<file path="src/rtl/fifo_pkg.sv">
// Shared constants and helpers for the synchronous FIFO controller.
// Provides default geometry and the pointer/count width function.
package fifo_pkg;

    localparam int DEF_DATA_WIDTH = 8;
    localparam int DEF_FIFO_DEPTH = 90;

    // Address/count width: one extra bit so count can hold FIFO_DEPTH
    function automatic int ptr_w(input int depth);
        return $clog2(depth) + 1;
    endfunction

endpackage

</file>
<file path="src/rtl/fifo_wrap_ptr.sv">
// Modulo-DEPTH pointer register (wraps DEPTH-1 -> 0, any DEPTH >= 2).
// Ports: clk, rst_n (async low), clr (sync), inc, ptr (W bits).
module fifo_wrap_ptr #(
    parameter int DEPTH = 90,
    parameter int W     = 8
) (
    input  logic         clk,
    input  logic         rst_n,
    input  logic         clr,
    input  logic         inc,
    output logic [W-1:0] ptr
);

    localparam logic [W-1:0] LAST = W'(DEPTH - 1);

    always_ff @(posedge clk or negedge rst_n) begin
        if (!rst_n) begin
            ptr <= '0;
        end else if (clr) begin
            ptr <= '0;
        end else if (inc) begin
            ptr <= (ptr == LAST) ? '0 : ptr + W'(1);
        end
    end

endmodule

</file>
<file path="src/rtl/sync_fifo_ctrl.sv">
// Single-clock FIFO controller driving an external dual-port RAM.
// Inputs: clk, rst_n, push, push_data, pop, flush, err_clr.
// Outputs: ram_wr_en/addr/data, ram_rd_addr, rd_valid, full, empty,
// almost_full, count, overflow, underflow.
// Optional: FIFO_ERR_FLAGS_EN enables sticky overflow/underflow flags.
module sync_fifo_ctrl
    import fifo_pkg::*;
#(
    parameter int DATA_WIDTH = DEF_DATA_WIDTH,
    parameter int FIFO_DEPTH = DEF_FIFO_DEPTH,
    parameter int PTR_WIDTH  = ptr_w(FIFO_DEPTH),
    parameter int AF_LEVEL   = FIFO_DEPTH - 4
) (
    input  logic                  clk,
    input  logic                  rst_n,
    input  logic                  push,
    input  logic [DATA_WIDTH-1:0] push_data,
    input  logic                  pop,
    input  logic                  flush,
    input  logic                  err_clr,
    output logic                  ram_wr_en,
    output logic [PTR_WIDTH-1:0]  ram_wr_addr,
    output logic [DATA_WIDTH-1:0] ram_wr_data,
    output logic [PTR_WIDTH-1:0]  ram_rd_addr,
    output logic                  rd_valid,
    output logic                  full,
    output logic                  empty,
    output logic                  almost_full,
    output logic [PTR_WIDTH-1:0]  count,
    output logic                  overflow,
    output logic                  underflow
);

    localparam logic [PTR_WIDTH-1:0] DEPTH_C = PTR_WIDTH'(FIFO_DEPTH);
    localparam logic [PTR_WIDTH-1:0] AF_C    = PTR_WIDTH'(AF_LEVEL);

    logic [PTR_WIDTH-1:0] wptr;
    logic [PTR_WIDTH-1:0] rptr;
    logic [PTR_WIDTH-1:0] cnt;
    logic                 push_ok;
    logic                 pop_ok;

    // Flags decode from the registered count only
    assign full        = (cnt == DEPTH_C);
    assign empty       = (cnt == '0);
    assign almost_full = (cnt >= AF_C);
    assign count       = cnt;

    // Flush blocks both sides so nothing reaches the RAM that cycle
    assign push_ok = push & ~full & ~flush;
    assign pop_ok  = pop & ~empty & ~flush;

    assign ram_wr_en   = push_ok;
    assign ram_wr_addr = wptr;
    assign ram_wr_data = push_data;
    assign ram_rd_addr = rptr;

    fifo_wrap_ptr #(
        .DEPTH (FIFO_DEPTH),
        .W     (PTR_WIDTH)
    ) u_wptr (
        .clk   (clk),
        .rst_n (rst_n),
        .clr   (flush),
        .inc   (push_ok),
        .ptr   (wptr)
    );

    fifo_wrap_ptr #(
        .DEPTH (FIFO_DEPTH),
        .W     (PTR_WIDTH)
    ) u_rptr (
        .clk   (clk),
        .rst_n (rst_n),
        .clr   (flush),
        .inc   (pop_ok),
        .ptr   (rptr)
    );

    always_ff @(posedge clk or negedge rst_n) begin
        if (!rst_n) begin
            cnt      <= '0;
            rd_valid <= 1'b0;
        end else begin
            rd_valid <= pop_ok;
            if (flush) begin
                cnt <= '0;
            end else if (push_ok && !pop_ok) begin
                cnt <= cnt + PTR_WIDTH'(1);
            end else if (pop_ok && !push_ok) begin
                cnt <= cnt - PTR_WIDTH'(1);
            end
        end
    end

`ifdef FIFO_ERR_FLAGS_EN
    // Sticky; a new error in the err_clr cycle keeps the flag set
    always_ff @(posedge clk or negedge rst_n) begin
        if (!rst_n) begin
            overflow  <= 1'b0;
            underflow <= 1'b0;
        end else begin
            if (push && full) begin
                overflow <= 1'b1;
            end else if (err_clr) begin
                overflow <= 1'b0;
            end
            if (pop && empty) begin
                underflow <= 1'b1;
            end else if (err_clr) begin
                underflow <= 1'b0;
            end
        end
    end
`else
    logic unused_err_clr;
    assign unused_err_clr = err_clr;
    assign overflow  = 1'b0;
    assign underflow = 1'b0;
`endif

endmodule

</file>
<file path="config.mk">
export PLATFORM = sky130hd
export DESIGN_NAME = sync_fifo_ctrl
export DESIGN_NICKNAME = d
export VERILOG_FILES = /design/src/rtl/fifo_pkg.sv /design/src/rtl/fifo_wrap_ptr.sv /design/src/rtl/sync_fifo_ctrl.sv
export SDC_FILE = /design/constraint.sdc
export NUM_CORES = 1
export LEC_CHECK = 0
export CAP_MARGIN = 30
export CORE_UTILIZATION = 30
export CTS_CLUSTER_SIZE = 40
export DETAILED_ROUTE_END_ITERATION = 8
export SYNTH_ARGS = -nofsm -noshare
export SYNTH_HDL_FRONTEND = slang
export SYNTH_SLANG_ARGS = --single-unit
</file>
<file path="constraint.sdc">
create_clock -name clk -period 5.9 [get_ports clk]
set_input_delay 0.885 -clock clk [delete_from_list [all_inputs] [get_ports clk]]
set_output_delay 0.885 -clock clk [all_outputs]
set_load 0.1 [all_outputs]
</file>
==> summary.txt, run 1 <==
Finish
  • Area Overhead vs Synth: 20.8%
  • Fin util: 37.7%
  • Nets: 240
  • Ratio of cells with drive above 1 in the final layout: 7.01%
  • Inserted Diodes: 0

Timing
  • Final Cycle Share: 68.4%
  • RSZ-0062 raised after global routing: false
  • Fin. Hold Viols: 0
  • Max Slew Vio Count: 0
  • Clock Skews: 0.00155 ns
  • Worst rel slew slack: 34.5%
  • Tmin final: 4.04 ns
  • Slew @ Worst Pin: 0.979 ns
  • Total negative slack: 0 ns
  • Final Setup Violations: 0
  • Max Clk Rate: 0.248 GHz

Logic synthesis
  • Synth cell types: 48
  • Gate Count Post-Synth: 190
  • Flops & latches, synth: 25
  • Post-Syn Area: 0.00173 mm^2
  • Top post-synthesis cells by area: dfrtp_1 (36%), ha_1 (7.2%), o21ai_0 (5.8%), buf_4 (5.2%), nor2_1 (3.9%)
  • Async set or reset register ratio after synthesis: 100%
  • Simple-gate share of the synthesized area: 21.3%
  • Synth top area share: 36.2%
  • Synth Area in Compound Gates: 19.1%
  • Seq/Total Area, Yosys: 36.2%
  • Synth Warn #: 0
  • Adder-Cell Fraction of Synth Area: 8.39%
  • EDFF count, synth: 0
  • Post-synthesis mux area share: 2.31%
  • Average size of a mapped cell: 9.11 um^2
  • Synth Flop Type: dfrtp_1
  • Yosys top cell by area: dfrtp_1
  • Post-Synth XOR/XNOR Area: 4.05%
  • Largest family of logic cells by synthesized area: simple AND/OR/NAND/NOR gates

Floorplanning
  • I/O pins: 53
  • Die area: 0.00608 mm^2
  • Initial Util: 31.2%
  • Rows: 27
  • Die width: 77.9 um
  • Die height: 77.9 um
  • Core area: 0.00554 mm^2

Global route
  • Number of global-route vias before repair: 1311
  • Initial antenna violation count: 0
  • Largest net degree at the start of global routing: 26
  • GRT overflow: 0
  • First-pass GRT wire length: 6.60 mm
  • GRT Util Overall: 13.6%

Setup path
  • Maximum fanout along the worst path: 13
  • Worst Setup EP: ram_wr_en
  • Setup CP Type: in2out
  • CP arrival: 3.15 ns
  • CP Launch Point: flush
  • Kind of start point of the critical path: primary input
  • CP required: 5.02 ns
  • Worst reg2reg startpoint: count[0]
  • Reg-to-reg endpoint: count[6]
  • Reg2Reg Depth: 10
  • Crit. End Element: output port
  • Flop-to-flop setup slack: 2.86 ns

Clocking
  • CTS Sinks: 25
  • Post-cts resize count: 0
  • Worst skew pair latency: 0.27 ns
  • Post-CTS Setup Inserts: 0
  • Cts-stage hold buffer count: 0
  • CTS Buffer Depth: 2
  • CTS root buf: clkbuf_8
  • CTS tree: yes
  • # H-tree levels: 1
  • Total CTS buffers: 3
  • Clock Pin Slew Worst Setup and Hold Paths: 0.09 ns

Detailed routing
  • Drt first pass iters: 4
  • Antenna violation net count after detailed routing: 0
  • Detailed Route WL: 3.76 mm
  • Per-cell routed wire length: 13.1 um
  • Total number of vias: 1424
  • Drt via density: 4.98
  • DR DRC count: 0
  • Detailed Route Iter0 Violations: 83

Run
  • Max Cap Viol: 0

Power and ir drop
  • Sequential share of power: 23.8%
  • Psw: 0.579 mW
  • Logic gate share of total power: 66.3%
  • Internal power: 0.460 mW
  • PD cells: 497 mW/mm^2
  • Power share of the clock group: 9.9%
  • Static leakage: 0.863 nW
  • Switching share of power: 55.7%
  • VDD IR max: 0.201 mV

Worst hold path
  • Hold Crit Depth: 1
  • Hold Path Class: reg2reg

Place
  • GPL Wtd Cong: 0.797
  • Port Buffers: 33
  • DP HPWL: 2.74 mm

Status
  • Status: finished clean
==> stage by stage <==
step	power, mW	instance area (um^2)	cells	hold slack, ns	setup slack (ns)
after floorplan	0.839	1730	191	0.589	2.51
after global placement	0.940	2050	282	0.525	1.86
after detailed placement	0.941	2050	282	0.528	1.85
after CTS	1.05	2090	286	0.541	1.84
after global routing	1.11	2090	286	0.573	1.76
final	1.04	2090	286	0.540	1.86
==> power by group through the flow <==
stage | Clock, mW | Combinational, mW | Sequential (mW)
after floorplan | 0 | 0.392 | 0.448
after global placement | 0 | 0.688 | 0.252
after detailed placement | 0 | 0.690 | 0.251
after CTS | 0.108 | 0.692 | 0.248
after global routing | 0.115 | 0.742 | 0.256
final | 0.103 | 0.689 | 0.247
==> registers in the layout, indices dropped and copies added (netlist names) <==
signal	flops
count	8
rd_valid	1
u_wptr.ptr	8
u_rptr.ptr	8
==> synth_stat cells (all sizes together), types with 2 or more instances <==
| library cell | n |
|---|---|
| dfrtp | 25 |
| o21ai | 24 |
| nor2 | 19 |
| nand2 | 16 |
| buf | 14 |
| ha | 10 |
| nand3 | 10 |
| a21oi | 8 |
| inv | 8 |
| nor2b | 6 |
| mux2i | 4 |
| nand2b | 4 |
| xnor2 | 4 |
| xor2 | 4 |
| nand4 | 3 |
| o31ai | 3 |
| o41ai | 3 |
| and3 | 2 |
| o21a | 2 |
| or4 | 2 |
==> layer usage <==
layer	track usage, %	wire length, um
met3	3.29	148
met5	0	0
met1	19.4	1870
met2	21.1	1730
met4	2.22	18
==> how the worst min path moves through the flow <==
stage | from | endpoint | slack (ns)
global route | u_rptr.ptr[4] | u_rptr.ptr[4] | 0.57
finish | u_rptr.ptr[6] | u_rptr.ptr[6] | 0.54
CTS | u_rptr.ptr[6] | u_rptr.ptr[6] | 0.54
detailed placement | u_rptr.ptr[6] | u_rptr.ptr[6] | 0.53
global placement | u_rptr.ptr[6] | u_rptr.ptr[6] | 0.53
floorplan | rst_n | count[0] | 0.59
==> layout make-up <==
class                   count  area, um^2
flip-flops and latches     25         626
well taps                  72        90.1
fillers                   575        3450
repair buffers             34         338
inverters                   8        30.0
multi-input cells         143         962
clock buffers               4        45.0
==> kinds of logic (layout without fill, tap and decap cells) <==
family                   Yosys count  after routing
AND/OR/NAND/NOR                   70             70
XOR/XNOR                           8              8
AO/OA/AOI/OAI                     48             48
adder cells (fa/ha/maj)           11             11
flip-flops                        25             25
other                              1              2
multiplexers                       4              4
buffers and inverters             23             46
==> layout by cell type (no fill, tap or decap), types with 3 or more instances in the layout <==
master / netlist / routed
a21oi_1: 6 / 6
clkbuf_8: 0 / 3
clkdlybuf4s50_1: 0 / 33
dfrtp_1: 25 / 25
ha_1: 10 / 10
inv_1: 8 / 8
mux2i_1: 4 / 4
nand2_1: 15 / 15
nand2b_1: 4 / 4
nand3_1: 10 / 10
nand4_1: 3 / 3
nor2_1: 18 / 18
nor2b_1: 5 / 5
o21ai_0: 20 / 20
o21ai_1: 3 / 3
o31ai_1: 3 / 3
xnor2_1: 4 / 4
xor2_1: 4 / 4
==> worst max-delay path, stage by stage <==
cell and delay (ns):
clkdlybuf4s50_1 0.68, inv_1 0.23, o211a_4 0.22, clkdlybuf4s50_1 1.13
(Power assumes the default switching activity.)
==> inputs of run 2 (changes only) <==
==> constraint.sdc (replaced) <==
create_clock -name clk -period 3.46 [get_ports clk]
set_input_delay 0.519 -clock clk [delete_from_list [all_inputs] [get_ports clk]]
set_output_delay 0.519 -clock clk [all_outputs]
set_load 0.1 [all_outputs]
==> summary.txt, run 2 (synthesis results as in run 1) <==
Clocking
  • # H-tree levels: 1
  • Total CTS buffers: 3
  • Post-cts resize count: 0
  • Cts-stage hold buffer count: 0
  • Worst skew pair latency: 0.26 ns
  • CTS Buffer Depth: 2
  • CTS tree: yes
  • CTS Sinks: 25
  • Post-CTS Setup Inserts: 0
  • CTS root buf: clkbuf_8
  • Clock Pin Slew Worst Setup and Hold Paths: 0.09 ns

Place
  • GPL Wtd Cong: 0.821
  • Dpl cell area: 0.00205 mm^2
  • DP Cell Count: 284
  • DP HPWL: 2.83 mm
  • Port Buffers: 33

Power and ir drop
  • Internal power: 0.784 mW
  • Switching share of power: 55.7%
  • PD cells: 845 mW/mm^2
  • Static leakage: 0.880 nW
  • Logic gate share of total power: 66.8%
  • VDD IR max: 0.436 mV
  • Sequential share of power: 23.6%
  • Total power: 1.77 mW
  • Power share of the clock group: 9.6%
  • Psw: 0.986 mW

Status
  • Status: finished clean

Detailed routing
  • Detailed Route WL: 3.82 mm
  • Total number of vias: 1414
  • Drt via density: 4.91
  • DR DRC count: 0
  • Drt first pass iters: 4
  • Per-cell routed wire length: 13.2 um
  • Detailed Route Iter0 Violations: 37
  • Antenna violation net count after detailed routing: 0

Floorplanning
  • Die width: 77.9 um
  • I/O pins: 53
  • Rows: 27
  • Die area: 0.00608 mm^2
  • Core area: 0.00554 mm^2
  • Initial Util: 31.2%
  • Die height: 77.9 um

Timing
  • Max Slew Vio Count: 0
  • Max Clk Rate: 0.329 GHz
  • Slew @ Worst Pin: 0.976 ns
  • RSZ-0062 raised after global routing: false
  • Tmin final: 3.04 ns
  • Clock Skews: 0.00336 ns
  • Total negative slack: 0 ns
  • Fin. Hold Viols: 0
  • Worst rel slew slack: 34.7%
  • Final Setup Violations: 0
  • Final Cycle Share: 87.9%

Setup path
  • Buf+Inv Stages, Crit Path: 0
  • Critical-path top delay cell: or4_1
  • CP Launch Point: count[0]
  • Crit. End Element: register
  • CP arrival: 3.20 ns
  • CP required: 3.62 ns
  • Most frequent cell on the critical path: a21oi_1
  • Setup CP Type: reg2reg
  • Crit-path leading delay family: simple AND/OR/NAND/NOR gates
  • Worst reg2reg startpoint: count[0]
  • Worst path cell trace: or4_1 > o211a_4 > nand2_2 > ha_1 > a21oi_1 > a21oi_1 > and3b_1 > xnor2_1 > a21oi_2 > a31o_1
  • Kind of start point of the critical path: register
  • Worst path max stage delay: 0.71 ns
  • Maximum fanout along the worst path: 8

Finish
  • Inserted Diodes: 0
  • Nets: 242
  • Ratio of cells with drive above 1 in the final layout: 9.72%
  • Most frequent cells in the layout: clkdlybuf4s50_1 (29), dfrtp_1 (25), o21ai_0 (20), nor2_1 (18), nand2_1 (15)
  • Fin cells: 288
  • Final Cell Area: 0.00210 mm^2
  • Most common cell after layout, fill and taps aside: clkdlybuf4s50_1
  • Area Overhead vs Synth: 21.1%
  • Fin util: 37.8%

Global route
  • Largest net degree at the start of global routing: 26
  • GRT Util Overall: 13.1%
  • GRT overflow: 0
  • Initial antenna violation count: 0
  • First-pass GRT wire length: 6.49 mm
  • Number of global-route vias before repair: 1336

Worst hold path
  • Hold Path Class: reg2reg
  • Min-delay src: u_rptr.ptr[6]

Run
  • Max Cap Viol: 0
run 2: worst paths after layout:
check,to,slack (ns),depth (start not counted)
max in group asynchronous,u_wptr.ptr[7],2.60,2
min reg2reg,u_rptr.ptr[6],0.54,1
max,count[7],0.42,10
max reg2reg,count[7],0.42,10
min in group asynchronous,u_rptr.ptr[0],0.61,2
min,u_rptr.ptr[6],0.54,1
run 2: power by group through the flow:
stage	Sequential (mW)	Combinational, mW	Clock [mW]
after floorplan	0.763	0.668	0
after global placement	0.426	1.18	0
after detailed placement	0.426	1.18	0
after CTS	0.421	1.19	0.180
after global routing	0.433	1.26	0.190
final	0.419	1.18	0.170
run 2: per-layer routing:
layer / share of wire [%] / GRT usage [%]
met5: 0 / 0
met4: 0.47 / 1.67
met3: 4.0 / 2.94
met2: 47 / 22.3
met1: 48 / 17.2
run 2: final cells by class:
| cell class | instances | area, um^2 |
|---|---|---|
| clock buffers | 4 | 45.0 |
| multi-input cells | 143 | 962 |
| inverters | 8 | 30.0 |
| repair buffers | 36 | 343 |
| flip-flops and latches | 25 | 626 |
| fillers | 601 | 3440 |
| well taps | 72 | 90.1 |
run 2: stage by stage:
stage          setup slack (ns)  hold slack (ns)
6_report                  0.419            0.539
5_1_grt                   0.240            0.567
4_1_cts                   0.425            0.542
3_5_place_dp              0.444            0.530
3_3_place_gp              0.460            0.524
2_1_floorplan            0.0732            0.223
